## config.mk

```make
export PLATFORM = sky130hd
export DESIGN_NAME = gen_count_display
export DESIGN_NICKNAME = d
export VERILOG_FILES = /design/src/rtl/seg7_pkg.sv /design/src/rtl/bcd_digit.sv /design/src/rtl/gen_count_display.sv
export SDC_FILE = /design/constraint.sdc
export NUM_CORES = 1
export LEC_CHECK = 0
export CAP_MARGIN = 0
export CORE_MARGIN = 2
export CORE_UTILIZATION = 45
export CTS_CLUSTER_DIAMETER = 40
export DETAILED_ROUTE_END_ITERATION = 16
export GPL_ROUTABILITY_DRIVEN = 0
export HOLD_SLACK_MARGIN = 0.06
export PLACE_DENSITY = 0.65
export SLEW_MARGIN = 25
export SYNTH_ARGS = -nofsm -noshare
export SYNTH_HDL_FRONTEND = slang
export SYNTH_HIERARCHICAL = 1
export SYNTH_SLANG_ARGS = --single-unit
export TNS_END_PERCENT = 100
```

## constraint.sdc

```tcl
create_clock -name clk -period 6.15 [get_ports clk]
set_input_delay 1.23 -clock clk [delete_from_list [all_inputs] [get_ports clk]]
set_output_delay 1.23 -clock clk [all_outputs]
set_load 0.005 [all_outputs]
```

## src/rtl/seg7_pkg.sv

```systemverilog
// Shared 7-segment definitions for the display blocks.
// Provides the segment and BCD digit types, the blank pattern, the 0..9 segment
// table (bit0 = seg a .. bit6 = seg g, active-high) and the BCD-to-segment decoder.
package seg7_pkg;

  typedef logic [6:0] seg7_t;
  typedef logic [3:0] bcd_t;

  localparam seg7_t SEG_BLANK = 7'h00;

  localparam seg7_t SEG_DIGIT [10] = '{
    7'h3F, 7'h06, 7'h5B, 7'h4F, 7'h66,
    7'h6D, 7'h7D, 7'h07, 7'h7F, 7'h6F
  };

  // Number of physical displays on the board; DIGITS may use fewer of them.
  localparam int MAX_DIGITS = 6;

  // Values above 9 cannot occur in a well-formed count; they decode to blank.
  function automatic seg7_t bcd_to_seg(input bcd_t v);
    seg7_t s;
    case (v)
      4'd0:    s = SEG_DIGIT[0];
      4'd1:    s = SEG_DIGIT[1];
      4'd2:    s = SEG_DIGIT[2];
      4'd3:    s = SEG_DIGIT[3];
      4'd4:    s = SEG_DIGIT[4];
      4'd5:    s = SEG_DIGIT[5];
      4'd6:    s = SEG_DIGIT[6];
      4'd7:    s = SEG_DIGIT[7];
      4'd8:    s = SEG_DIGIT[8];
      4'd9:    s = SEG_DIGIT[9];
      default: s = SEG_BLANK;
    endcase
    return s;
  endfunction

endpackage

```

## src/rtl/bcd_digit.sv

```systemverilog
// One decimal digit of the generation counter.
// Ports:
//   clk       in   system clock
//   reset_n   in   synchronous active-low reset (digit -> 0)
//   clr       in   synchronous clear (digit -> 0), below reset in priority
//   inc_in    in   increment request from the lower digit (or the edge detector)
//   q         out  current digit value 0..9
//   carry_out out  increment request for the next higher digit
module bcd_digit
  import seg7_pkg::*;
(
  input  logic clk,
  input  logic reset_n,
  input  logic clr,
  input  logic inc_in,
  output bcd_t q,
  output logic carry_out
);

  bcd_t q_q, q_d;

  always_comb begin
    q_d = q_q;
    if (clr)
      q_d = '0;
    else if (inc_in)
      q_d = (q_q == 4'd9) ? 4'd0 : q_q + 4'd1;
  end

  always_ff @(posedge clk) begin
    if (!reset_n)
      q_q <= '0;
    else
      q_q <= q_d;
  end

  assign q         = q_q;
  assign carry_out = inc_in & (q_q == 4'd9);

endmodule

```

## src/rtl/gen_count_display.sv

```systemverilog
// Game-of-Life generation counter driving six active-high 7-segment digits.
// Rising edges of gen_tick advance a DIGITS-wide BCD count; the count is decoded
// into registered segment patterns one cycle later.
// Parameters: DIGITS (1..6) displays in use, WRAP (1 roll over, 0 saturate at all 9s).
// Ports:
//   clk, reset_n   clock and synchronous active-low reset
//   gen_tick       generation level from the engine, counted on rising edges
//   hold           freezes the count; edges seen while high are lost
//   clear          synchronous clear of count and ovf
//   hex0..hex5     segment patterns, hex0 least significant, unused digits 7'h00
//   ovf            sticky overflow, set when the count passes its maximum
// Optional feature: define GEN_LZ_BLANK_EN for leading-zero blanking.
module gen_count_display
  import seg7_pkg::*;
#(
  parameter int DIGITS = 6,
  parameter int WRAP   = 1
) (
  input  logic  clk,
  input  logic  reset_n,
  input  logic  gen_tick,
  input  logic  hold,
  input  logic  clear,
  output seg7_t hex0,
  output seg7_t hex1,
  output seg7_t hex2,
  output seg7_t hex3,
  output seg7_t hex4,
  output seg7_t hex5,
  output logic  ovf
);

`ifdef GEN_LZ_BLANK_EN
  localparam bit LZ_EN = 1'b1;
`else
  localparam bit LZ_EN = 1'b0;
`endif

  logic  tick_q;
  logic  ovf_q, ovf_d;
  seg7_t hex_q [MAX_DIGITS];
  seg7_t hex_d [MAX_DIGITS];
  bcd_t  dig   [MAX_DIGITS];
  logic [MAX_DIGITS:0] carry;
  logic  inc, all9, ovf_set;

  assign inc = gen_tick & ~tick_q & ~hold & ~clear;

  always_comb begin
    all9 = 1'b1;
    for (int i = 0; i < MAX_DIGITS; i++)
      if (i < DIGITS && dig[i] != 4'd9) all9 = 1'b0;
  end

  // In saturate mode the increment is suppressed at max so no digit moves.
  assign carry[0] = (WRAP != 0) ? inc : (inc & ~all9);

  // Unused digit slots read as 0 and pass the carry straight through, so
  // carry[MAX_DIGITS] is always the carry out of the top active digit.
  for (genvar g = 0; g < MAX_DIGITS; g++) begin : g_digit
    if (g < DIGITS) begin : g_used
      bcd_digit u_digit (
        .clk       (clk),
        .reset_n   (reset_n),
        .clr       (clear),
        .inc_in    (carry[g]),
        .q         (dig[g]),
        .carry_out (carry[g+1])
      );
    end else begin : g_unused
      assign dig[g]     = '0;
      assign carry[g+1] = carry[g];
    end
  end

  assign ovf_set = (WRAP != 0) ? carry[MAX_DIGITS] : (inc & all9);

  always_comb begin
    ovf_d = ovf_q;
    if (clear)
      ovf_d = 1'b0;
    else if (ovf_set)
      ovf_d = 1'b1;
  end

  always_ff @(posedge clk) begin
    if (!reset_n) begin
      tick_q <= 1'b0;
      ovf_q  <= 1'b0;
    end else begin
      tick_q <= gen_tick;
      ovf_q  <= ovf_d;
    end
  end

  // Scan from the top digit down so any_nz tells whether this digit or any
  // higher one is non-zero; digit 0 is never blanked.
  always_comb begin
    logic any_nz;
    any_nz = 1'b0;
    for (int i = MAX_DIGITS - 1; i >= 0; i--) begin
      any_nz = any_nz | (dig[i] != 4'd0);
      if (i >= DIGITS)
        hex_d[i] = SEG_BLANK;
      else if (LZ_EN && i > 0 && !any_nz)
        hex_d[i] = SEG_BLANK;
      else
        hex_d[i] = bcd_to_seg(dig[i]);
    end
  end

  always_ff @(posedge clk) begin
    if (!reset_n) begin
      for (int i = 0; i < MAX_DIGITS; i++) begin
        if (i == 0 || (!LZ_EN && i < DIGITS))
          hex_q[i] <= SEG_DIGIT[0];
        else
          hex_q[i] <= SEG_BLANK;
      end
    end else begin
      for (int i = 0; i < MAX_DIGITS; i++)
        hex_q[i] <= hex_d[i];
    end
  end

  assign hex0 = hex_q[0];
  assign hex1 = hex_q[1];
  assign hex2 = hex_q[2];
  assign hex3 = hex_q[3];
  assign hex4 = hex_q[4];
  assign hex5 = hex_q[5];
  assign ovf  = ovf_q;

endmodule

```

# After elaboration in Yosys (flattened, before gate mapping)
# Memories as Yosys holds them, arrays and structs flattened. A register that Yosys moved wholly into a read port is not among the register bits.
# Index checks and enable logic that the tools add are counted.
# totals
romBits,672
output_inout_bits,43
inputBits,5
memories,7
ff_bits,26
latch_bits,0
ramBits,42
elab_cells,73
# classes
addsub,6
eq_ne,6
magnitude_cmp,0
shift,0
reduce_logical,1
div_mod_pow,0
mul,0
n_bitwise,19
mux,26
# memory_table
name,depth,word_bits,read_ports,rd_ports_with_merged_regs,wr,line,source
(no name shown),16,7,1,1,0,seg7_pkg.sv:22,case (v)
(no name shown),16,7,1,1,0,seg7_pkg.sv:22,
(no name shown),16,7,1,1,0,seg7_pkg.sv:22,
(no name shown),16,7,1,1,0,seg7_pkg.sv:22,
(no name shown),16,7,1,1,0,seg7_pkg.sv:22,
(no name shown),16,7,1,1,0,seg7_pkg.sv:22,
1 more memories,-,-,-,-,-,-,
# ops
operator,n
two-way mux 4 bit,18
two-way mux 7 bit,6
adder 4 x 1 -> 4 bit (second input constant),6
== test 4 bit (second input constant),6
AND 1 bit,9
OR 1 bit,6
NOT 1 bit,4
two-way mux 1 bit,2
OR reduction 2 bit,1

# Depth between registers and ports, before layout
# Gate-level depths: netlist of the first run.
# logic_depth
depth_word,11
ltp_mapped,15
mapped_depth_nobuf,15

# Modules after synthesis
# The synthesis of the first run kept the hierarchy.
# by_module_without_submodules
module,seq_area_each_um2,area_per_inst_um2,cells_per_inst,n_inst
gen_count_display,880.8,2194.6,228,1
bcd_digit,80.1,187.7,21,6

# Least setup slack after synthesis of the first run
# Ideal clock, no wire load.
# synth_timing
path_kind,input to register
startpoint,input hold
endpoint,register g_digit[5].g_used.u_digit.q_q[1]
slack_ns,1.038
arrival_time_ns,5.046
path_buffers,0
setup_ns,0.066
t_required_ns,6.084
cell_stages,14
path_cell_list,nor4b_1 nand2_2 nor3b_1 nand2_2 nor3b_1 nand2_2 nor3b_1 nand2_2 nor3b_1 nand2_2 nor3b_1 nand2_2 or3_1 a21oi_2
# synth_via
elab_chain_cells,8
# synth_lines
element,line,source
start: declaration,gen_count_display.sv:22,"input logic hold,"
NOT 1 bit,gen_count_display.sv:47,assign inc = gen_tick & ~tick_q & ~hold & ~clear;
AND 1 bit (2 in series),gen_count_display.sv:47,
AND 1 bit,bcd_digit.sv:38,assign carry_out = inc_in & (q_q == 4'd9);
named net carry[1],gen_count_display.sv:44,logic [MAX_DIGITS:0] carry;
AND 1 bit,bcd_digit.sv:38,
named net carry[2],gen_count_display.sv:44,
AND 1 bit,bcd_digit.sv:38,
named net carry[3],gen_count_display.sv:44,
AND 1 bit,bcd_digit.sv:38,
named net carry[4],gen_count_display.sv:44,
AND 1 bit,bcd_digit.sv:38,
named net carry[5],gen_count_display.sv:44,
end signal: assignment,bcd_digit.sv:34,q_q <= q_d;
end: declaration,bcd_digit.sv:20,"bcd_t q_q, q_d;"
# The timed path passes the listed nets, and every way through them passes these cells.
# A chain may end at the register's enable or synchronous reset.

# Final worst setup path of the first run
# layout_timing
startpoint,input clear
endpoint,register g_digit[5].g_used.u_digit.q_q[1]
# layout_via
elab_chain_cells,7
word_cells_on_any_way,8
classes_between,bitwise (7); reduce/logical (1)
# layout_lines
element,line,source
start: declaration,gen_count_display.sv:23,"input logic clear,"
NOT 1 bit,gen_count_display.sv:47,
AND 1 bit,gen_count_display.sv:47,
named net carry[0],gen_count_display.sv:44,
AND 1 bit,bcd_digit.sv:38,
named net carry[1],gen_count_display.sv:44,
AND 1 bit,bcd_digit.sv:38,
named net carry[2],gen_count_display.sv:44,
AND 1 bit,bcd_digit.sv:38,
named net carry[3],gen_count_display.sv:44,
AND 1 bit,bcd_digit.sv:38,
named net carry[4],gen_count_display.sv:44,
AND 1 bit,bcd_digit.sv:38,
named net carry[5],gen_count_display.sv:44,
# The timed path passes the listed nets, and every way through them passes these cells.

==> results of run 1 <==
flip-flops by register name, summed over array words and instances (netlist names):
register	cells
g_digit.g_used.u_digit/q	24
ovf	1
hex_q	42
tick_q	1
worst max path at each step:
stage | slack [ns] | startpoint | to | depth (start not counted)
5_1_grt | 0.1 | clear | g_digit[5].g_used.u_digit/q[1] | 16
2_1_floorplan | 1.04 | hold | g_digit[5].g_used.u_digit/q[1] | 14
3_3_place_gp | 0.33 | clear | g_digit[5].g_used.u_digit/q[1] | 16
3_5_place_dp | 0.17 | clear | g_digit[5].g_used.u_digit/q[1] | 16
4_1_cts | 0.52 | clear | g_digit[5].g_used.u_digit/q[1] | 16
6_report | 0.54 | clear | g_digit[5].g_used.u_digit/q[1] | 16
cell usage in the layout, fill, tap and decap left out, types with 2 or more instances in the layout:
master / instances
nor3b_1: 6
nor2b_4: 4
nor2b_1: 12
buf_4: 3
o21ai_1: 7
a21oi_1: 18
nand2_2: 6
ha_1: 36
xor2_1: 8
o22ai_1: 2
o31ai_1: 2
a21oi_2: 6
nand3_1: 8
o32ai_1: 2
o21ai_0: 28
clkbuf_8: 12
nand2b_1: 7
a221o_1: 6
clkdlybuf4s50_1: 47
clkbuf_1: 3
xnor2_1: 10
nand2_1: 18
dfxtp_1: 68
and3_1: 6
nor2_1: 19
inv_2: 4
and4b_2: 6
o211ai_1: 12
and2_1: 3
inv_1: 27
or3_1: 6
o221ai_1: 6
power by group through the flow:
| stage | Combinational [mW] | Clock, mW | Sequential [mW] |
|---|---|---|---|
| after global routing | 0.0202 | 0.370 | 0.441 |
| after floorplan | 0.0100 | 0 | 0.451 |
| after CTS | 0.0188 | 0.348 | 0.441 |
| final | 0.0184 | 0.335 | 0.442 |
| after global placement | 0.0183 | 0 | 0.452 |
| after detailed placement | 0.0188 | 0 | 0.451 |
worst max-delay path, stage by stage:
cell and delay (ns):
clkdlybuf4s50_1 0.51, nor4b_1 0.28, buf_4 0.19, nand2_2 0.07, nor3b_1 0.50, nand2_2 0.14
nor3b_1 0.48, nand2_2 0.14, nor3b_1 0.46, nand2_2 0.13, nor3b_1 0.47, nand2_2 0.14
nor3b_1 0.49, nand2_2 0.13, or3_1 0.38, a21oi_2 0.12
area by class of cell:
cell class / count / area [um^2]
clock buffers: 15 / 176
clock inverters: 1 / 5.00
fillers: 660 / 3120
inverters: 31 / 116
multi-input cells: 250 / 1820
flip-flops and latches: 68 / 1360
well taps: 99 / 124
repair buffers: 50 / 493
kinds of logic (layout without fill, tap and decap cells):
logic type      count (synthesis)  count (layout)  share of synthesized area, %
xor+xnor                       18              18                          4.75
compound gates                 90              90                          17.3
fa+ha+maj                      36              36                          13.6
flops                          68              68                          41.0
simple gates                  106             106                          19.1
buf+inv                        36              97                          4.26
layer usage:
layer	vias up	part of all wire (%)	routed length (um)
li1	1340	-	-
met1	1170	48	3010
met2	45	47	2950
met3	11	3.4	212
met4	0	2.3	147
met5	-	0	0
==> impl_metrics.yaml, run 1 <==
layout:
  antenna_cells: 0
  final_nets: 451
  stdcell_area_um2: 4090
  fin_cells: 514
  syn_to_final_growth_pct: 23.3
  final_util_pct: 56.7
  layout-drive-gt1-share_pct: 10.8
routing:
  viasPerCell: 4.99
  routed_wl_um: 6320
  drtIter0Drc: 100
  drc_errors: 0
  wire_per_inst_um: 12.3
  vias: 2566
  ant_nets: 0
  firstDrtPassIters: 4
hold_path:
  hp-start: "ovf"
  hold_path_end: "ovf"
  hold_path_class: "flop to flop"
  hold_path_depth: 2
clocking:
  clockBufferDepth: 2
  cts_tree: "yes"
  htree_levels: 3
  post_cts_resized: 0
  insertion_delay_ns: 0.34
  clockRootBuffer: "clkbuf_8"
  cts_inserted_buffers: 9
  hold_buffers: 0
  cts.sinks: 68
  path_clk_slew_ns: 0.07
  post_cts_buffers: 0
placement:
  io_buffers: 47
  place_hpwl_um: 4380
  post-place-ws_ns: 0.168
  dp_cells: 498
  post_dp_cell_area_um2: 3910
global_route:
  grt_overflow: 0
  use_met3_pct: 3.69
  grt_usage_pct: 16.2
  grtUsageMet2_pct: 25.6
  top_usage_layer: "met2"
  grt_use_met1_pct: 20.4
  grt_max_degree: 45
  grt_pass1_vias: 2347
  antenna_found_initial: 0
  grt_pass1_wl_um: 10700
yosys:
  synthTopCellsByArea: "dfxtp_1 41%, ha_1 14%, o21ai_0 4.2%"
  ys_seq_area_share_pct: 41.0
  synth_fp_nets: 395
  synth_common_cells: "68 x dfxtp_1, 36 x ha_1, 28 x o21ai_0, 27 x inv_1, 19 x nor2_1"
  ys.flop_type: "dfxtp_1"
  synth.top_cell.area_share_pct: 41.0
  yosysTopAreaCell: "dfxtp_1"
  yosysWarnings: 6
  synth_most_common_cell: "dfxtp_1"
  synthCells: 354
  synthArstFlopShare_pct: 0
  synth-edff-count: 0
  syn-cell-area_um2: 3320
  synthDistinctLibCells: 35
  ys_ff_latch: 68
  syn_area_per_cell_um2: 9.38
critical_path:
  r2r_cells: 15
  cp_max_fo: 4
  endpoint_kind: "flop"
  crit_type: "primary input to flop"
  reg2reg_slack_ns: 1.64
  r2r_start: "tick_q"
  crit_path_start_kind: "primary input"
  critPathArrivalTime_ns: 5.88
  r2r-end: "g_digit[5].g_used.u_digit/q[1]"
  required_ns: 6.42
timing:
  finalSetupViolCount: 0
  finalHoldViolCount: 0
  fin_skew_ns: 0.00715
  slew_violations: 0
  rsz0062_at_grt: "false"
  fin_setup_tns_ns: 0
  min_period_ns: 5.61
  max_slew.worst_pin.slew_ns: 0.575
  fin_crit_sh_pct: 91.2
  fin_ws_ns: 0.543
  holdWs_ns: 0.493
  max_slew_margin_pct: 61.6
  max_freq_mhz: 178
power:
  power_density_nw_per_um2: 194
  switching_share_pct: 21.1
  seq_power_share_pct: 55.5
  vdd_drop_max_v: 0.0000911
  p_switching_uw: 168
  fin_total_pwr_uw: 795
  power_frac_clock_pct: 42.2
  power.leakage_nw: 1.48
  power.internal_uw: 627
  comb_power_share_pct: 2.3
floorplan:
  die-area_um2: 8080
  rows: 31
  pin_count: 48
  core_area_um2: 7210
  start_util_pct: 46.0
  die_h_um: 89.9
  die_x_um: 89.9
run:
  maxCapViolCount: 0
status:
  status: "completed"
Note: power is estimated with default switching activity, not from simulation.
==> inputs of run 2 (changes only) <==
--- a/config.mk
+++ b/config.mk
@@ -9,10 +9,12 @@
 export CORE_MARGIN = 2
 export CORE_UTILIZATION = 45
 export CTS_CLUSTER_DIAMETER = 40
+export CTS_CLUSTER_SIZE = 14
 export DETAILED_ROUTE_END_ITERATION = 16
 export GPL_ROUTABILITY_DRIVEN = 0
 export HOLD_SLACK_MARGIN = 0.06
 export PLACE_DENSITY = 0.65
+export SKIP_LAST_GASP = 1
 export SLEW_MARGIN = 25
 export SYNTH_ARGS = -nofsm -noshare
 export SYNTH_HDL_FRONTEND = slang
==> results of run 2 <==
The final DEF is identical to that of run 1; final timing and power are the same.
